==> src/rtl/control_sequencer_pkg.sv <==
// Shared ASAP-1 definitions: opcode nibbles, T-state encoding and the control word.
package asap1_pkg;

  localparam logic [3:0] OP_NOP = 4'h0;
  localparam logic [3:0] OP_LDA = 4'h1;
  localparam logic [3:0] OP_ADD = 4'h2;
  localparam logic [3:0] OP_SUB = 4'h3;
  localparam logic [3:0] OP_STA = 4'h4;
  localparam logic [3:0] OP_LDI = 4'h5;
  localparam logic [3:0] OP_JMP = 4'h6;
  localparam logic [3:0] OP_JC  = 4'h7;
  localparam logic [3:0] OP_JZ  = 4'h8;
  localparam logic [3:0] OP_OUT = 4'hE;
  localparam logic [3:0] OP_HLT = 4'hF;

  typedef enum logic [2:0] {
    T0 = 3'd0,
    T1 = 3'd1,
    T2 = 3'd2,
    T3 = 3'd3,
    T4 = 3'd4,
    T5 = 3'd5
  } tstate_t;

  // Bit order from MSB: pc_oe down to out_ie; the CPU top level slices this word directly.
  typedef struct packed {
    logic pc_oe;
    logic pc_ie;
    logic pc_step;
    logic mar_ie;
    logic ram_oe;
    logic ram_we;
    logic ir_ie;
    logic a_ie;
    logic a_oe;
    logic b_ie;
    logic alu_oe;
    logic alu_sub;
    logic flags_ie;
    logic out_ie;
  } ctrl_word_t;

  localparam ctrl_word_t CTRL_NONE = '0;

endpackage

==> src/rtl/control_sequencer_decode.sv <==
// Combinational microcode: (T-state, opcode nibble, flags) -> control word + last-step marker.
module control_decode
  import asap1_pkg::*;
(
  input  logic [2:0]  i_tstate,
  input  logic [3:0]  i_op,
  input  logic        i_flag_c,
  input  logic        i_flag_z,
  output ctrl_word_t  o_ctrl,
  output logic        o_last_step
);

  // Decode one microstep; unlisted opcodes fall through to NOP (last step at T2).
  always_comb begin
    o_ctrl      = CTRL_NONE;
    o_last_step = 1'b0;
    if (i_tstate == T0) begin
      o_ctrl.pc_oe  = 1'b1;
      o_ctrl.mar_ie = 1'b1;
    end else if (i_tstate == T1) begin
      o_ctrl.ram_oe  = 1'b1;
      o_ctrl.ir_ie   = 1'b1;
      o_ctrl.pc_step = 1'b1;
    end else if (i_tstate == T2) begin
      case (i_op)
        OP_LDA, OP_ADD, OP_SUB, OP_STA, OP_LDI, OP_JMP, OP_JC, OP_JZ: begin
          o_ctrl.pc_oe  = 1'b1;
          o_ctrl.mar_ie = 1'b1;
        end
        OP_OUT: begin
          o_ctrl.a_oe   = 1'b1;
          o_ctrl.out_ie = 1'b1;
          o_last_step   = 1'b1;
        end
        default: o_last_step = 1'b1;
      endcase
    end else if (i_tstate == T3) begin
      case (i_op)
        OP_LDA, OP_ADD, OP_SUB, OP_STA: begin
          o_ctrl.ram_oe  = 1'b1;
          o_ctrl.mar_ie  = 1'b1;
          o_ctrl.pc_step = 1'b1;
        end
        OP_LDI: begin
          o_ctrl.ram_oe  = 1'b1;
          o_ctrl.a_ie    = 1'b1;
          o_ctrl.pc_step = 1'b1;
          o_last_step    = 1'b1;
        end
        OP_JMP, OP_JC, OP_JZ: begin
          // Taken jump loads PC from the operand; not-taken just steps over it.
          if ((i_op == OP_JMP) || (i_op == OP_JC && i_flag_c) || (i_op == OP_JZ && i_flag_z)) begin
            o_ctrl.ram_oe = 1'b1;
            o_ctrl.pc_ie  = 1'b1;
          end else begin
            o_ctrl.pc_step = 1'b1;
          end
          o_last_step = 1'b1;
        end
        default: o_last_step = 1'b1;
      endcase
    end else if (i_tstate == T4) begin
      case (i_op)
        OP_LDA: begin
          o_ctrl.ram_oe = 1'b1;
          o_ctrl.a_ie   = 1'b1;
          o_last_step   = 1'b1;
        end
        OP_ADD, OP_SUB: begin
          o_ctrl.ram_oe = 1'b1;
          o_ctrl.b_ie   = 1'b1;
        end
        OP_STA: begin
          o_ctrl.a_oe   = 1'b1;
          o_ctrl.ram_we = 1'b1;
          o_last_step   = 1'b1;
        end
        default: o_last_step = 1'b1;
      endcase
    end else if (i_tstate == T5) begin
      if (i_op == OP_ADD || i_op == OP_SUB) begin
        o_ctrl.alu_oe   = 1'b1;
        o_ctrl.a_ie     = 1'b1;
        o_ctrl.flags_ie = 1'b1;
        o_ctrl.alu_sub  = (i_op == OP_SUB);
      end
      o_last_step = 1'b1;
    end else begin
      o_last_step = 1'b1;
    end
  end

endmodule

==> src/rtl/control_sequencer.sv <==
// ASAP-1 control sequencer: T-state counter, halt latch and gating of the decoded control word.
module control_sequencer
  import asap1_pkg::*;
(
  input  logic       clk,
  input  logic       rst,
  input  logic [7:0] opcode,
  input  logic       flag_c,
  input  logic       flag_z,
  output logic       pc_oe,
  output logic       pc_ie,
  output logic       pc_step,
  output logic       mar_ie,
  output logic       ram_oe,
  output logic       ram_we,
  output logic       ir_ie,
  output logic       a_ie,
  output logic       a_oe,
  output logic       b_ie,
  output logic       alu_oe,
  output logic       alu_sub,
  output logic       flags_ie,
  output logic       out_ie,
  output logic       halted,
  output logic [2:0] tstate
);

  tstate_t    r_tstate;
  logic       r_halted;
  ctrl_word_t w_ctrl_dec;
  ctrl_word_t w_ctrl;
  logic       w_last_step;
  logic       w_opcode_unused;

  // Operand bits of the IR carry addresses/immediates, not control.
  assign w_opcode_unused = ^opcode[3:0];

  control_decode u_decode (
    .i_tstate    (r_tstate),
    .i_op        (opcode[7:4]),
    .i_flag_c    (flag_c),
    .i_flag_z    (flag_z),
    .o_ctrl      (w_ctrl_dec),
    .o_last_step (w_last_step)
  );

  // T-state sequencing and halt latch; HLT parks the counter at T0 until reset.
  always_ff @(posedge clk) begin
    if (rst) begin
      r_tstate <= T0;
      r_halted <= 1'b0;
    end else if (!r_halted) begin
      if (r_tstate == T2 && opcode[7:4] == OP_HLT) begin
        r_halted <= 1'b1;
        r_tstate <= T0;
      end else if (w_last_step) begin
        r_tstate <= T0;
      end else begin
        case (r_tstate)
          T0:      r_tstate <= T1;
          T1:      r_tstate <= T2;
          T2:      r_tstate <= T3;
          T3:      r_tstate <= T4;
          T4:      r_tstate <= T5;
          default: r_tstate <= T0;
        endcase
      end
    end
  end

  // Reset and halt force every strobe low within the same cycle.
  assign w_ctrl = (rst || r_halted) ? CTRL_NONE : w_ctrl_dec;

  assign pc_oe    = w_ctrl.pc_oe;
  assign pc_ie    = w_ctrl.pc_ie;
  assign pc_step  = w_ctrl.pc_step;
  assign mar_ie   = w_ctrl.mar_ie;
  assign ram_oe   = w_ctrl.ram_oe;
  assign ram_we   = w_ctrl.ram_we;
  assign ir_ie    = w_ctrl.ir_ie;
  assign a_ie     = w_ctrl.a_ie;
  assign a_oe     = w_ctrl.a_oe;
  assign b_ie     = w_ctrl.b_ie;
  assign alu_oe   = w_ctrl.alu_oe;
  assign alu_sub  = w_ctrl.alu_sub;
  assign flags_ie = w_ctrl.flags_ie;
  assign out_ie   = w_ctrl.out_ie;
  assign halted   = r_halted;
  assign tstate   = r_tstate;

endmodule

==> config.mk <==
export PLATFORM = sky130hd
export DESIGN_NAME = control_sequencer
export DESIGN_NICKNAME = d
export VERILOG_FILES = /design/src/rtl/control_sequencer_pkg.sv /design/src/rtl/control_sequencer_decode.sv /design/src/rtl/control_sequencer.sv
export SDC_FILE = /design/constraint.sdc
export NUM_CORES = 1
export LEC_CHECK = 0
export CAP_MARGIN = 15
export CORE_UTILIZATION = 37
export CTS_CLUSTER_SIZE = 20
export DETAILED_ROUTE_END_ITERATION = 12
export PLACE_DENSITY = 0.78
export SYNTH_ARGS = -nofsm -noshare
export SYNTH_HDL_FRONTEND = slang
export SYNTH_SLANG_ARGS = --single-unit
export TNS_END_PERCENT = 50
==> constraint.sdc <==
create_clock -name clk -period 1.9 [get_ports clk]
set_clock_uncertainty 0.05 [all_clocks]
set_input_delay 0.285 -clock clk [delete_from_list [all_inputs] [get_ports clk]]
set_output_delay 0.285 -clock clk [all_outputs]
set_load 0.05 [all_outputs]
==> reports/metrics.json, run 1 <==
{
  "run_status": "aborted with a tool error",
  "last-stage-reached": "4_1_cts",
  "error_message": "[ERROR DPL-0038] Utilization greater than 100%, impossible to legalize",
  "placement_rows": 13,
  "inserted_clock_buffers": 3,
  "postCtsHoldBufs": 0,
  "yosys.area_share.adder_pct": 0,
  "synth_nets": 92,
  "synth_xor_area_share_pct": 1.63,
  "clkSinkCount": 4,
  "io_pins": 30,
  "synth_top_family_by_area": "simple AND/OR/NAND/NOR gates",
  "fp.dieH_microns": 40.1,
  "synthesized_area_fraction_occupied_by_and_or_nand_nor_cells_pct": 46.5,
  "dp.final_hpwl_microns": 1870,
  "root_buffer": "sky130_fd_sc_hd__clkbuf_4",
  "portBuffers": 25,
  "postCtsResizedCells": 32,
  "synth_enable_flop_cells": 0,
  "asyncSetResetFlopFracSynth_pct": 0,
  "ys_seq_area_share_pct": 14.9,
  "floorplan.initialDensity_pct": 40.3,
  "syn_area_sq_um": 538,
  "synth.mux.area_fraction_pct": 0,
  "gp_congestion": 0.890,
  "synth_flop_cell": "sky130_fd_sc_hd__dfxtp_1",
  "post-place-ws_ns": -0.483,
  "max-clock-path-buffers": 2,
  "h-tree-depth": 1,
  "ys_types": 35,
  "place_area_sq_um": 1230,
  "post_cts_buffers": 9,
  "dieWidth_microns": 40.1,
  "post_synth_inst_count": 80,
  "ys.warnings.count": 0,
  "synth.ff_latch_count": 4,
  "synth_compound_area_share_pct": 26.0,
  "syn_area_per_cell_sq_um": 6.73
}
stage by stage:
| step | hold WS [ns] | instances | TNS, ns |
|---|---|---|---|
| after detailed placement | 0.465 | 139 | -5.16 |
| after floorplan | 0.294 | 80 | -0.869 |
| after global placement | 0.444 | 139 | -4.50 |
synthesized netlist by cell type (all sizes together) (2+ instances only):
library cell  instances  area [sq um]
a211oi                2          15.0
a21oi                 7          35.0
buf                   4          31.3
clkbuf                5          20.0
dfxtp                 4          80.1
inv                   2          7.51
nand2                 6          22.5
nand2b                5          38.8
nand3                 2          10.0
nor2                  9          33.8
nor3                  8          40.0
nor4b                 2          23.8
o21ai                 4          20.0
or2                   4          25.0
or3                   2          12.5
logic make-up after synthesis:
family | Yosys count
compound gates | 21
xor+xnor | 1
buf+inv | 11
flops | 4
simple gates | 43
==> inputs of run 2 (changes only) <==
--- a/config.mk
+++ b/config.mk
@@ -6,10 +6,10 @@
 export NUM_CORES = 1
 export LEC_CHECK = 0
 export CAP_MARGIN = 15
-export CORE_UTILIZATION = 37
-export CTS_CLUSTER_SIZE = 20
+export CORE_AREA = 2 2 63 65
 export DETAILED_ROUTE_END_ITERATION = 12
-export PLACE_DENSITY = 0.78
+export DIE_AREA = 0 0 65 67
+export PLACE_DENSITY_LB_ADDON = 0.15
 export SYNTH_ARGS = -nofsm -noshare
 export SYNTH_HDL_FRONTEND = slang
 export SYNTH_SLANG_ARGS = --single-unit
==> run 2 against run 1 <==
Against the previous run:
- the flow now finishes, with violations (negative setup slack)
- synthesized cell count did not move
- area after synthesis did not move
==> reports/metrics.json, run 2 <==
{
  "global_route.usage.total_pct": 10.5,
  "max-clock-path-buffers": 2,
  "dp.final_hpwl_microns": 1760,
  "period_share_pct": 101,
  "syn_area_sq_um": 538,
  "worst_setup_hold_path_clk_slew_ns": 0.03,
  "postRouteAntennaNets": 0,
  "final_worst_path_period_need_ns": 1.91,
  "synth_flop_cell": "sky130_fd_sc_hd__dfxtp_1",
  "worstHoldPathType": "primary input to flip-flop",
  "placement_rows": 22,
  "ys_types": 35,
  "relSlewSlack_pct": 67.8,
  "rsz0062_at_grt": "yes",
  "clk_latency_ns": 0.21,
  "cellPowerDensity_nw_per_um2": 413,
  "finalNetCount": 149,
  "h-tree-depth": 1,
  "synth_commonest_cells": "sky130_fd_sc_hd__nor2_1, sky130_fd_sc_hd__nor3_1, sky130_fd_sc_hd__a21oi_1",
  "final_cell_mix": "sky130_fd_sc_hd__buf_4, sky130_fd_sc_hd__buf_12, sky130_fd_sc_hd__a21oi_1",
  "synth_enable_flop_cells": 0,
  "grt_antenna_before_repair": 0,
  "post_layout_nonfiller_instances": 183,
  "num_antenna_cells": 0,
  "post-place-ws_ns": -0.465,
  "area_growth_syn_to_layout_pct": 166,
  "routed_wl_microns": 2250,
  "place_area_sq_um": 1250,
  "critPathKind": "flip-flop to output pin",
  "postCtsHoldBufs": 0,
  "ys.warnings.count": 0,
  "fp.dieH_microns": 67,
  "clock.fmax_mhz": 523,
  "netlist_top_cells_area": "sky130_fd_sc_hd__dfxtp_1, sky130_fd_sc_hd__nor3_1, sky130_fd_sc_hd__a21oi_1",
  "power.leakage_nw": 0.585,
  "ys_seq_area_share_pct": 14.9,
  "firstDrtPassIters": 4,
  "synth.most_common_cell": "sky130_fd_sc_hd__nor2_1",
  "crit_path_start_kind": "flip-flop",
  "die_area_sq_um": 4360,
  "vias_cell": 4.26,
  "timing.rr.end": "tstate[0]$_SDFFE_PP0N_",
  "root_buffer": "sky130_fd_sc_hd__clkbuf_8",
  "io_pins": 30,
  "portBuffers": 25,
  "routed_len_inst_microns": 12.3,
  "gp_congestion": 0.696,
  "grt_pass1_vias": 748,
  "totalPowerFinal_mw": 0.590,
  "finalSetupTns_ns": -0.0144,
  "via_count": 779,
  "worst_r2r_path_depth": 4,
  "peakVddDrop_mv": 0.224,
  "post-synth-top-area-fraction_pct": 14.9,
  "grt_pass1_wl_microns": 3540,
  "crit_arrival_ns": 1.58,
  "worstSetupStartpoint": "tstate[0]$_SDFFE_PP0N_",
  "synth_nets": 92,
  "core_area_sq_um": 3610,
  "largest_register_ff_count": 3,
  "postLayoutSetupSlackWorst_ns": -0.0119,
  "rrSetupSlack_ns": 0.29,
  "place.detailed.instances": 171,
  "synth.ff_latch_count": 4,
  "floorplan.initialDensity_pct": 14.9,
  "crit_path_end_kind": "output pin",
  "data_required_critical_path_ns": 1.56,
  "report.final.setup_viol": 2,
  "drive_above_1_share_pct": 66.7,
  "timing_hold_violations_final": 0,
  "asyncSetResetFlopFracSynth_pct": 0,
  "post_synth_inst_count": 80,
  "failed_checks": "negative setup slack",
  "timing.critical_path.to": "a_oe",
  "drt_drc_violations_left": 0,
  "dieWidth_microns": 65,
  "grt_max_degree": 10,
  "worst_r2r_startpoint": "tstate[0]$_SDFFE_PP0N_",
  "mostFrequentLayoutCell": "sky130_fd_sc_hd__buf_4",
  "cp_max_fo": 3,
  "drtIter0Drc": 17,
  "timing_max_transition_violations_final": 0,
  "syn_area_per_cell_sq_um": 6.73,
  "max-cap-violations": 0,
  "global_route.overflow_total": 0,
  "run_status": "finished with violations",
  "clkSinkCount": 4,
  "finish.instance_area_sq_um": 1430,
  "hold-worst-slack_ns": 0.451,
  "inserted_clock_buffers": 3,
  "worst_slew_pin_slew_ns": 0.476,
  "layout.core_utilization_pct": 39.6,
  "synthDominantAreaCellType": "sky130_fd_sc_hd__dfxtp_1",
  "cts_tree": "built"
}
## run 2: worst max-delay path, cell delays in order, from the launching register on
cell	delay [ns]
sky130_fd_sc_hd__dfxtp_4	0.33
sky130_fd_sc_hd__nand2b_4	0.13
sky130_fd_sc_hd__or4b_4	0.50
sky130_fd_sc_hd__nor3_4	0.13
sky130_fd_sc_hd__or2_4	0.15
sky130_fd_sc_hd__buf_12	0.12
## run 2: worst min path at each step
stage,from,endpoint,slack (ns),cells past startpoint
after global routing,rst,halted$_SDFF_PP0_,0.49,3
after CTS,rst,halted$_SDFF_PP0_,0.45,3
after detailed placement,halted$_SDFF_PP0_,halted$_SDFF_PP0_,0.45,2
after global placement,halted$_SDFF_PP0_,halted$_SDFF_PP0_,0.45,2
after floorplan,rst,halted$_SDFF_PP0_,0.29,1
final,rst,halted$_SDFF_PP0_,0.45,3
## run 2: metal layers
layer,vias to the layer above,part of all wire (%),global-route usage (%),wire length [microns]
met3,0,4.3,1.35,97
met2,18,52,19.1,1170
met4,0,0,3.19,0
li1,403,-,-,-
met1,358,44,12.8,985
met5,-,0,0,0
## run 2: cell families after synthesis
logic type             count (synthesis)  synth area share, %
AO/OA/AOI/OAI                         21                 26.0
XOR/XNOR                               1                 1.63
buffers and inverters                 11                 10.9
flip-flops                             4                 14.9
AND/OR/NAND/NOR                       43                 46.5
## run 2: report_power, final
| part | switching [mW] | total (mW) | internal (mW) |
|---|---|---|---|
| sequential | 0.00745 | 0.0953 | 0.0879 |
| combinational | 0.170 | 0.324 | 0.154 |
| clock | 0.0371 | 0.172 | 0.134 |
| total | 0.214 | 0.590 | 0.376 |
## run 2: cell type report
type / instances / area (sq um)
fill: 368 / 2180
timing repair buffer: 61 / 632
multi-input combinational: 65 / 593
sequential: 4 / 95.1
tap: 48 / 60.1
clock buffer: 3 / 41.3
inverter: 2 / 7.51
## run 2: repair_timing
action,CTS,global route
resized for setup,32,5
gates cloned,0,0
pin swaps,13,8
setup endpoints to repair,15,12
buffers inserted,7,2
No activity file was read; power rests on OpenSTA's default activity.
==> inputs of run 3 (changes only) <==
--- a/config.mk
+++ b/config.mk
@@ -9,8 +9,9 @@
 export CORE_AREA = 2 2 63 65
 export DETAILED_ROUTE_END_ITERATION = 12
 export DIE_AREA = 0 0 65 67
+export GPL_ROUTABILITY_DRIVEN = 1
 export PLACE_DENSITY_LB_ADDON = 0.15
 export SYNTH_ARGS = -nofsm -noshare
 export SYNTH_HDL_FRONTEND = slang
 export SYNTH_SLANG_ARGS = --single-unit
-export TNS_END_PERCENT = 50
+export TNS_END_PERCENT = 100
==> run 3 against run 2 <==
Against the previous run:
- the run still ends with negative setup slack left
- sequential share of layout area about the same
- first-iteration DRC count down 35%
- worst hold slack unchanged
- final area up 0.53%
- utilization up 0.21 points
- highest routed layer unchanged
==> reports/metrics.json, run 3 (same netlist as run 2, synthesis figures left out) <==
{
  "run_status": "finished with violations",
  "failed_checks": "negative setup slack",
  "timing_hold_violations_final": 0,
  "area_growth_syn_to_layout_pct": 167,
  "period_share_pct": 101,
  "drt_drc_violations_left": 0,
  "max-cap-violations": 0,
  "critPathKind": "flip-flop to output pin",
  "core_area_sq_um": 3610,
  "relSlewSlack_pct": 67.8,
  "clock.fmax_mhz": 523,
  "grt_pass1_vias": 748,
  "post_layout_nonfiller_instances": 183,
  "io_pins": 30,
  "vias_cell": 4.23,
  "final_cell_mix": "sky130_fd_sc_hd__buf_4, sky130_fd_sc_hd__buf_12, sky130_fd_sc_hd__a21oi_1",
  "finalNetCount": 149,
  "peakVddDrop_mv": 0.225,
  "mostFrequentLayoutCell": "sky130_fd_sc_hd__buf_4",
  "largest_register_ff_count": 3,
  "routed_len_inst_microns": 12.3,
  "worst_setup_hold_path_clk_slew_ns": 0.03,
  "grt_max_degree": 10,
  "placement_rows": 22,
  "num_antenna_cells": 0,
  "critical_path.cell_chain": "nand2b_4, or4b_4, nor3_4, or2_4, buf_12",
  "root_buffer": "sky130_fd_sc_hd__clkbuf_8",
  "grt_antenna_before_repair": 0,
  "timing_max_transition_violations_final": 0,
  "dp.final_hpwl_microns": 1760,
  "worstHoldPathType": "primary input to flip-flop",
  "crit_arrival_ns": 1.58,
  "global_route.overflow_total": 0,
  "rsz0062_at_grt": "yes",
  "worstSetupStartpoint": "tstate[0]$_SDFFE_PP0N_",
  "portBuffers": 25,
  "die_area_sq_um": 4360,
  "clkSinkCount": 4,
  "inserted_clock_buffers": 3,
  "hold-worst-slack_ns": 0.451,
  "holdCritStartpoint": "rst",
  "final_worst_path_period_need_ns": 1.91,
  "clk_latency_ns": 0.21,
  "firstDrtPassIters": 4,
  "drtIter0Drc": 11,
  "h-tree-depth": 1,
  "worst_path_max_delay_cell": "sky130_fd_sc_hd__or4b_4",
  "routed_wl_microns": 2240,
  "global_route.usage.total_pct": 10.5,
  "crit_path_start_kind": "flip-flop",
  "max_stage_delay_ns": 0.50,
  "max-clock-path-buffers": 2,
  "place.detailed.instances": 171,
  "postRouteAntennaNets": 0,
  "layout.core_utilization_pct": 39.8,
  "grt_pass1_wl_microns": 3540,
  "power.leakage_nw": 0.590,
  "worst_slew_pin_slew_ns": 0.476,
  "floorplan.initialDensity_pct": 14.9,
  "data_required_critical_path_ns": 1.56,
  "cp_max_fo": 3,
  "cellPowerDensity_nw_per_um2": 413,
  "report.final.setup_viol": 2,
  "crit_path_end_kind": "output pin",
  "totalPowerFinal_mw": 0.593,
  "gp_congestion": 0.696,
  "drive_above_1_share_pct": 66.7,
  "postLayoutSetupSlackWorst_ns": -0.0118,
  "cts_tree": "built",
  "worst_r2r_startpoint": "tstate[0]$_SDFFE_PP0N_",
  "dieWidth_microns": 65,
  "fp.dieH_microns": 67,
  "via_count": 775
}
run 3: cell types whose count changed in the layout (fill, tap and decap cells not counted):
| cell | before | now |
|---|---|---|
| sky130_fd_sc_hd__o21ai_1 | 0 | 1 |
| sky130_fd_sc_hd__nand2b_4 | 2 | 3 |
| sky130_fd_sc_hd__o21ai_0 | 4 | 3 |
| sky130_fd_sc_hd__or2_4 | 2 | 3 |
| sky130_fd_sc_hd__nand2b_2 | 2 | 1 |
| sky130_fd_sc_hd__or2_2 | 1 | 0 |
run 3: final timing paths:
path	slack [ns]	cells past startpoint	end
max	-0.01	5	a_oe
min	0.45	3	halted$_SDFF_PP0_
max reg2reg	0.29	4	tstate[0]$_SDFFE_PP0N_
min reg2reg	0.56	3	tstate[2]$_SDFFE_PP0N_
run 3: power breakdown:
group | internal (mW) | total, mW | switching [mW]
Sequential | 0.0879 | 0.0953 | 0.00743
Clock | 0.134 | 0.172 | 0.0371
Combinational | 0.156 | 0.327 | 0.170
run 3: metal layers:
| layer | share of wire [%] | global-route usage [%] |
|---|---|---|
| met1 | 44 | 12.8 |
| met2 | 52 | 19.1 |
| met3 | 4.0 | 1.35 |
| met4 | 0 | 3.19 |
| met5 | 0 | 0 |
run 3: repair_timing:
action / 4_1_cts / 5_1_grt
endpoints found under the setup margin: 15 / 12
setup buffers: 7 / 2
hold buffers: 0 / 0
pin swaps: 13 / 9
resized for setup: 32 / 8
run 3: area by class of cell:
type	count	area, sq um
Clock buffer	3	41.3
Fill cell	364	2170
Inverter	2	7.51
Multi-Input combinational cell	65	601
Sequential cell	4	95.1
Tap cell	48	60.1
Timing Repair Buffer	61	632
run 3: worst max-delay path, delay by kind of cell, from the launching register on:
family | cells | cell delay, ns
buffers and inverters | 1 | 0.12
flip-flops | 1 | 0.33
AND/OR/NAND/NOR | 4 | 0.91
run 3: through the flow:
step | setup TNS, ns | cell area [sq um] | worst slack (ns)
5_1_grt | -0.224 | 1440 | -0.0540
4_1_cts | -0.172 | 1400 | -0.0756
2_1_floorplan | -0.869 | 717 | -0.273
3_3_place_gp | -5.19 | 1250 | -0.437
6_report | -0.0142 | 1440 | -0.0118
3_5_place_dp | -5.40 | 1250 | -0.465
